**config.mk**
```make
export PLATFORM = sky130hd
export DESIGN_NAME = fpu_op_controller
export DESIGN_NICKNAME = d
export VERILOG_FILES = /design/src/rtl/fpu_op_controller_pkg.sv /design/src/rtl/fpu_lat_counter.sv /design/src/rtl/fpu_op_controller.sv
export SDC_FILE = /design/constraint.sdc
export NUM_CORES = 1
export LEC_CHECK = 0
export CORE_ASPECT_RATIO = 1.25
export CORE_MARGIN = 2
export CORE_UTILIZATION = 46
export DETAILED_ROUTE_END_ITERATION = 8
export GPL_TIMING_DRIVEN = 0
export PLACE_DENSITY = 0.83
export SLEW_MARGIN = 25
export SYNTH_ARGS = -nofsm -noshare
export SYNTH_HDL_FRONTEND = slang
export SYNTH_SLANG_ARGS = --single-unit
```
**constraint.sdc**
```tcl
create_clock -name clk -period 2.45 [get_ports clk]
set_input_delay 0.49 -clock clk [delete_from_list [all_inputs] [get_ports clk]]
set_output_delay 0.49 -clock clk [all_outputs]
set_load 0.02 [all_outputs]
```
**src/rtl/fpu_op_controller_pkg.sv**
```systemverilog
`default_nettype none
// ============================================================================
// Module  : fpu_op_controller_pkg
// Brief   : Shared encodings for the FPU operation controller: op codes,
//           exception codes, FSM state encodings and status bit positions.
// Revision: 1.0 - initial release
// ============================================================================
package fpu_op_controller_pkg;

  localparam int CNT_W = 5;

  // Operation codes as presented on op_code / dp_op
  localparam logic [1:0] OP_ADD = 2'b00;
  localparam logic [1:0] OP_SUB = 2'b01;
  localparam logic [1:0] OP_MUL = 2'b10;
  localparam logic [1:0] OP_DIV = 2'b11;

  // Exception codes reported with each result
  localparam logic [1:0] EXC_NONE = 2'b00;
  localparam logic [1:0] EXC_OVF  = 2'b01;
  localparam logic [1:0] EXC_UNF  = 2'b10;
  localparam logic [1:0] EXC_INV  = 2'b11;

  // Controller FSM states
  localparam logic [2:0] ST_IDLE = 3'd0;
  localparam logic [2:0] ST_LOAD = 3'd1;
  localparam logic [2:0] ST_EXEC = 3'd2;
  localparam logic [2:0] ST_PACK = 3'd3;
  localparam logic [2:0] ST_HOLD = 3'd4;

  // Sticky status bit positions
  localparam int STAT_OVF = 0;
  localparam int STAT_UNF = 1;
  localparam int STAT_INV = 2;
  localparam int STAT_TO  = 3;

  // Priority encode the exception flags; a divider timeout reports as invalid
  function automatic logic [1:0] exc_encode(input logic to, input logic ov,
                                            input logic uf, input logic inv);
    logic [1:0] code;
    code = EXC_NONE;
    if (to)       code = EXC_INV;
    else if (ov)  code = EXC_OVF;
    else if (uf)  code = EXC_UNF;
    else if (inv) code = EXC_INV;
    return code;
  endfunction

endpackage
`default_nettype wire

```
**src/rtl/fpu_lat_counter.sv**
```systemverilog
`default_nettype none
// ============================================================================
// Module  : fpu_lat_counter
// Brief   : Loadable down-counter with zero detect, used to time EXEC.
// Revision: 1.0 - initial release
// ============================================================================
module fpu_lat_counter #(
  parameter int WIDTH = 5
) (
  input  logic             clk,
  input  logic             rst,
  input  logic             load,
  input  logic [WIDTH-1:0] load_val,
  input  logic             dec,
  output logic [WIDTH-1:0] count,
  output logic             zero
);

  // Load takes priority; decrement saturates at zero
  always_ff @(posedge clk or posedge rst) begin
    if (rst)                     count <= '0;
    else if (load)               count <= load_val;
    else if (dec && count != '0) count <= count - 1'b1;
  end

  assign zero = (count == '0);

endmodule
`default_nettype wire

```
**src/rtl/fpu_op_controller.sv**
```systemverilog
`default_nettype none
// ============================================================================
// Module  : fpu_op_controller
// Brief   : Sequences one FPU operation at a time through
//           IDLE -> LOAD -> EXEC -> PACK -> HOLD, reports exceptions and
//           keeps sticky status.
// Revision: 1.0 - initial release
// ============================================================================
module fpu_op_controller
  import fpu_op_controller_pkg::*;
#(
  parameter int ADD_LAT     = 3,
  parameter int MUL_LAT     = 4,
  parameter int DIV_TIMEOUT = 31
) (
  input  logic       clk,
  input  logic       rst,
  input  logic       start,
  input  logic [1:0] op_code,
  output logic       ready_in,
  output logic       op_load,
  output logic       dp_start,
  output logic [1:0] dp_op,
  input  logic       dp_done,
  input  logic       overflow_flag,
  input  logic       underflow_flag,
  input  logic       invalid_flag,
  output logic       pack_en,
  output logic       result_valid,
  input  logic       result_ready,
  output logic [1:0] exc_code,
  input  logic       clear_status,
  output logic [3:0] status
);

  // Counter preload values: counter holds LAT-1 in the first EXEC cycle
  localparam logic [CNT_W-1:0] ADD_LD = CNT_W'(ADD_LAT - 1);
  localparam logic [CNT_W-1:0] MUL_LD = CNT_W'(MUL_LAT - 1);
  localparam logic [CNT_W-1:0] DIV_LD = CNT_W'(DIV_TIMEOUT - 1);

  logic [2:0]       state;
  logic [2:0]       state_nxt;
  logic             exec_first;
  logic             timeout;
  logic [CNT_W-1:0] load_val;
  logic [CNT_W-1:0] cnt;
  logic             cnt_zero;
  logic             is_div;
  logic             exec_done;
  logic             div_timeout;
  logic [3:0]       flags;

  assign is_div      = (dp_op == OP_DIV);
  assign exec_done   = (state == ST_EXEC) && (is_div ? (dp_done || cnt_zero) : cnt_zero);
  assign div_timeout = (state == ST_EXEC) && is_div && !dp_done && cnt_zero;

  // Preload value chosen from the op latched at acceptance
  always_comb begin
    load_val = ADD_LD;
    case (dp_op)
      OP_MUL:  load_val = MUL_LD;
      OP_DIV:  load_val = DIV_LD;
      default: load_val = ADD_LD;
    endcase
  end

  fpu_lat_counter #(.WIDTH(CNT_W)) u_lat_counter (
    .clk      (clk),
    .rst      (rst),
    .load     (state == ST_LOAD),
    .load_val (load_val),
    .dec      (state == ST_EXEC),
    .count    (cnt),
    .zero     (cnt_zero)
  );

  // FSM state register
  always_ff @(posedge clk or posedge rst) begin
    if (rst) state <= ST_IDLE;
    else     state <= state_nxt;
  end

  // FSM next-state logic
  always_comb begin
    state_nxt = state;
    case (state)
      ST_IDLE: if (start) state_nxt = ST_LOAD;
      ST_LOAD: state_nxt = ST_EXEC;
      ST_EXEC: if (exec_done) state_nxt = ST_PACK;
      ST_PACK: state_nxt = ST_HOLD;
      ST_HOLD: if (result_ready) state_nxt = ST_IDLE;
      default: state_nxt = ST_IDLE;
    endcase
  end

  // FSM outputs; all decoded from registered state so they clear on reset
  always_comb begin
    ready_in     = (state == ST_IDLE);
    op_load      = (state == ST_LOAD);
    dp_start     = (state == ST_EXEC) && exec_first;
    pack_en      = (state == ST_PACK);
    result_valid = (state == ST_HOLD);
  end

  // Marks the first EXEC cycle for the dp_start pulse
  always_ff @(posedge clk or posedge rst) begin
    if (rst) exec_first <= 1'b0;
    else     exec_first <= (state == ST_LOAD);
  end

  // Op code captured at acceptance and held until the next acceptance
  always_ff @(posedge clk or posedge rst) begin
    if (rst)                            dp_op <= OP_ADD;
    else if (state == ST_IDLE && start) dp_op <= op_code;
  end

  // Divider timeout flag, cleared at the start of every operation
  always_ff @(posedge clk or posedge rst) begin
    if (rst)                   timeout <= 1'b0;
    else if (state == ST_LOAD) timeout <= 1'b0;
    else if (div_timeout)      timeout <= 1'b1;
  end

  // Flags as captured in PACK, arranged by status bit position
  always_comb begin
    flags           = '0;
    flags[STAT_OVF] = overflow_flag;
    flags[STAT_UNF] = underflow_flag;
    flags[STAT_INV] = invalid_flag;
    flags[STAT_TO]  = timeout;
  end

  // Exception code registered in PACK and held with the result
  always_ff @(posedge clk or posedge rst) begin
    if (rst)                   exc_code <= EXC_NONE;
    else if (state == ST_PACK) exc_code <= exc_encode(timeout, overflow_flag,
                                                      underflow_flag, invalid_flag);
  end

  // Sticky status; a clear in PACK still keeps that cycle's flags
  always_ff @(posedge clk or posedge rst) begin
    if (rst)                   status <= '0;
    else if (state == ST_PACK) status <= (clear_status ? 4'b0000 : status) | flags;
    else if (clear_status)     status <= '0;
  end

endmodule
`default_nettype wire

```
==> metrics.cfg, run 1 <==
[critical_path]
crit_required_ns = 1.96
cpPeakStageDelay_ns = 0.50
crit_fanout = 9
crit_path_start_kind = flip-flop
cpLargestDelayFamily = buffers and inverters
cp_slowest_cell = or3b_2
crit_type = reg -> out
worstPathCellList = or3b_2 -> buf_6 -> inv_1 -> clkdlybuf4s15_1
worst-path-stages = 4
cp.buffers_inverters = 3
reg2reg_depth = 5
endpoint_kind = output pin
critPathArrivalTime_ns = 1.87

[floorplanning]
rows = 17
initial_core_util_pct = 48.81
die_area_mm2 = 0.002262
io_pins = 24
chipHeight_um = 52.68
fp.coreArea_mm2 = 0.001787
fp.dieW_um = 42.95

[grt]
grt_max_degree = 19
first_global_vias = 725
overflow = 0
antenna_found_initial = 0
grt_pass1_wl_mm = 3.042
track_usage_pct = 18.57

[yosys]
syn_area_um2 = 872.1
ys_async_sr_fraction_pct = 100.0
yosys.area.top_type = dfrtp_1
synthTopCellsByCount = 18 x dfrtp_1, 11 x inv_1, 7 x nand2_1
yosysSeqAreaShare_pct = 51.65
yosysUniqueCellTypes = 34
ys_warn_count = 0
syn-instance-count = 87
yosysMostFrequentCell = dfrtp_1
synth-main-ff-cell = dfrtp_1
ys_seq_elements = 18
synth.avg_cell_area_um2 = 10.02
synthesis.nets = 99
synth_area_leaders = dfrtp_1 52%, inv_1 4.7%, mux2_2 3.9%
synth_edf_count = 0
netlist.area_leader.share_pct = 51.65

[final_layout]
multi_input_area_um2 = 371.6
n_fill_cell = 161
nNetsFinal = 127
layout-drive-gt1-share_pct = 12.28
syn_to_final_growth_pct = 34.72
diodes = 0
register_area_um2 = 451.7
finish.utilization_pct = 65.76

[clocking]
cts_htree_levels = 1
clk_pin_slew_ns = 0.10
cts_buffers = 3
clock_latency_ns = 0.29
root_buffer = clkbuf_4
clockBufferDepth = 2
cts_sinks = 18
cts_tree = yes
hold_buffers = 0

[sta]
hold_viol = 0
finalSetupViolations = 0
period_needed_ns = 2.364
worst_clock_skew_ns = 0.003543
fmax_ghz = 0.4230
setup_tns_ns = 0
rsz0062_at_grt = no
slew-limit-headroom_pct = 53.13
min_period_over_period_pct = 96.49
drv_slew = 0
tightest_slew_ns = 0.6933

[route]
drc = 0
wl_per_cell_um = 13.70
vias_per_cell = 5.774
num_vias = 768
firstDrtPassIters = 4
drt-initial-drc-count = 10
drt.antenna.violating_nets = 0
drt_wl_total_mm = 1.822

[hold_path]
hold_depth = 2
min_path_type = reg -> reg

[placement]
hpwl_mm = 1.354
finalWeightedCongestion = 0.8776
io_buffers = 23

[pwr]
p_leak_nw = 0.5116
peakVddDrop_mv = 0.7796
power.density_mw_per_mm2 = 1243
power_mw = 1.461

[run_status]
status = completed

[job]
drv_cap = 0

-- routing by layer --
metal  share of wire [%]  routed length (um)  GRT usage, %
met5                   0                   0             0
met4                 2.8                  51         14.14
met3                 3.6                  65         2.069
met2                  50                 910         32.07
met1                  44                 795         20.70
-- worst min-delay path, delay by kind of cell, from the launching register on --
family           cells  cell delay [ns]
AND/OR/NAND/NOR      2             0.14
flip-flops           1             0.36
-- flip-flops by register name, summed over array words and instances (netlist names) --
signal               count
dp_op                    2
exec_first               1
timeout                  1
exc_code                 2
status                   4
u_lat_counter.count      5
state                    3
-- cell usage in the layout, fill, tap and decap left out, drive strengths merged, types with 3 or more instances in the layout --
master,netlist,layout
nor3,3,3
dfrtp,18,18
clkbuf,0,4
nand2,7,7
o21ai,6,6
clkdlybuf4s50,0,22
inv,11,11
nor2,6,6
mux2,3,3
-- cells by family (layout without fill, tap and decap cells) --
logic type | after synthesis | in the layout | share of synthesized area [%]
simple gates | 32 | 32 | 20.95
fa+ha+maj | 1 | 1 | 1.434
compound gates | 19 | 19 | 15.07
flops | 18 | 18 | 51.65
buf+inv | 14 | 41 | 7.029
mux | 3 | 3 | 3.873
-- through the flow --
stage / hold WS (ns) / area [um2] / setup WS (ns) / cells
after floorplan: 0.4286 / 872.1 / 0.7516 / 87
after global placement: 0.4919 / 1126 / 0.1618 / 129
after detailed placement: 0.5047 / 1126 / 0.1380 / 129
after CTS: 0.5286 / 1166 / 0.04423 / 133
after global routing: 0.5661 / 1175 / 0.02073 / 133
final: 0.5220 / 1175 / 0.08597 / 133
-- repair_timing --
action                     4_1_cts  5_1_grt
gates cloned                     0        0
resized for setup                2        3
buffers inserted                 0        0
setup endpoints to repair        2        2
-- power breakdown --
group / switching, mW / internal, mW / total [mW]
registers: 0.135 / 0.419 / 0.554
logic: 0.357 / 0.368 / 0.724
clock network: 0.0914 / 0.0906 / 0.182
total: 0.583 / 0.878 / 1.46
-- layout make-up --
class                   instances  share of cell area [%]
plain buffers                   2                   1.384
clock buffers                   4                   3.088
inverters                      12                   3.834
multi-input cells              55                   31.63
flip-flops and latches         18                   38.45
well taps                      19                   2.023
repair buffers                 23                   19.60
-- path summary, 6_finish.rpt --
check,startpoint,to,slack [ns]
hold reg to reg,exc_code[0]$_DFFE_PP0P_,exc_code[0]$_DFFE_PP0P_,0.52
setup / recovery,state[1]$_DFFE_PP0P_,op_load,0.09
hold / removal,exc_code[0]$_DFFE_PP0P_,exc_code[0]$_DFFE_PP0P_,0.52
min in group asynchronous,rst,exec_first$_DFF_PP0_,0.57
setup reg to reg,u_lat_counter.count[0]$_DFFE_PP0P_,u_lat_counter.count[3]$_DFFE_PP0P_,0.63
max in group asynchronous,rst,state[0]$_DFFE_PP0P_,1.41
Note: power is estimated with default switching activity, not from simulation.
==> run 2, diff against run 1 <==
--- a/config.mk
+++ b/config.mk
@@ -11,6 +11,7 @@
 export DETAILED_ROUTE_END_ITERATION = 8
 export GPL_TIMING_DRIVEN = 0
 export PLACE_DENSITY = 0.83
+export SETUP_SLACK_MARGIN = 0.5
 export SLEW_MARGIN = 25
 export SYNTH_ARGS = -nofsm -noshare
 export SYNTH_HDL_FRONTEND = slang
==> run 2 against run 1 <==
Hold slack improved by 0.0012 ns. Clock power barely moved. Combinational power increased by 8.8%. Fmax grew 18%. Power increased by 3.9%. Setup slack better by 0.36 ns. Utilization is 2.0 points higher. Register-to-register slack barely moved. Sequential share of layout area down 1.0 points. Global-route usage is 0.66 points higher. Die area unchanged. Non-clock buffer count increased by 5. Critical path type unchanged. Highest routed layer unchanged.
==> metrics.cfg, run 2 (synthesis results as in run 1) <==
[run_status]
status = completed

[route]
drt_wl_total_mm = 1.946
firstDrtPassIters = 4
drt-initial-drc-count = 18
drt.antenna.violating_nets = 0
vias_per_cell = 5.739
wl_per_cell_um = 14.10
num_vias = 792
drc = 0

[sta]
min_period_over_period_pct = 81.88
worst_clock_skew_ns = 0.005117
drv_slew = 0
setup_tns_ns = 0
period_needed_ns = 2.006
slew-limit-headroom_pct = 53.61
fmax_ghz = 0.4985
rsz0062_at_grt = yes
finalSetupViolations = 0
hold_viol = 0
tightest_slew_ns = 0.6862

[grt]
antenna_found_initial = 0
overflow = 0
first_global_vias = 746
grt_pass1_wl_mm = 3.139
track_usage_pct = 19.23
grt_max_degree = 19

[final_layout]
n_fill_cell = 156
register_area_um2 = 452.9
nNetsFinal = 132
layout-drive-gt1-share_pct = 22.69
multi_input_area_um2 = 374.1
reg_top3 = u_lat_counter.count (5), status (4), state (3)
finish.utilization_pct = 67.72
diodes = 0
regMostFlops = u_lat_counter.count
largest_reg_flops = 5
syn_to_final_growth_pct = 38.74
layout.cells.most_common_list = 16 x dfrtp_1, 16 x clkdlybuf4s50_1, 10 x inv_1

[job]
drv_cap = 0

[placement]
io_buffers = 23
finalWeightedCongestion = 0.8776
hpwl_mm = 1.354

[pwr]
power.density_mw_per_mm2 = 1254
p_leak_nw = 0.5615
peakVddDrop_mv = 0.7828

[critical_path]
reg2reg_from = u_lat_counter.count[0]$_DFFE_PP0P_
worstPathCellList = or3b_4 -> buf_6 -> inv_4 -> buf_4
crit_path_start_kind = flip-flop
critPathArrivalTime_ns = 1.52
crit_fanout = 9
crit_type = reg -> out
crit_required_ns = 1.96
endpoint_kind = output pin
crit_start = state[1]$_DFFE_PP0P_
cpPeakStageDelay_ns = 0.44
r2r_slack_ns = 0.63
cp_slowest_cell = dfrtp_1

[clocking]
clock_latency_ns = 0.30
hold_buffers = 0
cts_buffers = 3
cts_sinks = 18
clockBufferDepth = 2
cts_htree_levels = 1
root_buffer = clkbuf_4
clk_pin_slew_ns = 0.10
cts_tree = yes

[floorplanning]
fp.coreArea_mm2 = 0.001787
rows = 17
initial_core_util_pct = 48.81
fp.dieW_um = 42.95
chipHeight_um = 52.68
io_pins = 24
die_area_mm2 = 0.002262

[hold_path]
hold_start = exc_code[0]$_DFFE_PP0P_
min_path_type = reg -> reg

-- run 2: cell count changes in the layout (fill, tap and decap cells not counted), sizes merged --
cell           change
clkbuf             +3
clkinv             -1
dlymetal6s2s       +2
buf                +6
clkdlybuf4s50      -6
inv                +1
-- run 2: final cells by class --
| class | count | share of cell area, % |
|---|---|---|
| Clock buffer | 4 | 2.999 |
| Sequential cell | 18 | 37.44 |
| Inverter | 12 | 4.137 |
| Tap cell | 19 | 1.965 |
| Timing Repair Buffer | 28 | 21.20 |
| Buffer | 2 | 1.344 |
| Multi-Input combinational cell | 55 | 30.92 |
-- run 2: final timing paths --
check,endpoint,depth (start not counted)
worst min-delay path,exc_code[0]$_DFFE_PP0P_,2
worst max register to register,u_lat_counter.count[3]$_DFFE_PP0P_,5
max in group asynchronous,state[2]$_DFFE_PP0P_,2
min in group asynchronous,exc_code[1]$_DFFE_PP0P_,2
worst min register to register,exc_code[0]$_DFFE_PP0P_,2
worst max-delay path,op_load,4
-- run 2: per-layer routing --
layer	vias to the layer above	global-route usage [%]	wire, um
li1	376	-	-
met1	383	21.59	806
met2	28	33.84	983
met3	5	2.069	99
met4	0	13.13	57
met5	-	0	0
-- run 2: stage by stage --
step	hold slack, ns	total power [mW]	cell area [um2]	std cells	setup slack, ns
floorplan	0.4286	0.9880	872.1	87	0.7516
global placement	0.4919	1.239	1126	129	0.1618
detailed placement	0.5047	1.263	1126	129	0.1380
CTS	0.5286	1.482	1187	135	0.2418
global route	0.5661	1.629	1210	138	0.3837
finish	0.5232	1.518	1210	138	0.4439
-- run 2: worst max-delay path: cells and delay by family (launching register included) --
| family | cells | cell delay [ns] |
|---|---|---|
| AND/OR/NAND/NOR | 1 | 0.41 |
| buffers and inverters | 3 | 0.36 |
| flip-flops | 1 | 0.44 |
-- run 2: power by group --
part | switching, mW | internal [mW] | total, mW | leakage [nW]
clock network | 0.0935 | 0.0908 | 0.184 | 0.0210
registers | 0.125 | 0.421 | 0.545 | 0.225
logic | 0.392 | 0.396 | 0.788 | 0.316
-- run 2: repair_timing --
| action | in CTS | in global routing |
|---|---|---|
| gates resized for setup | 18 | 12 |
| endpoints found under the setup margin | 5 | 7 |
| pin swaps | 1 | 1 |
| buffers inserted | 2 | 3 |
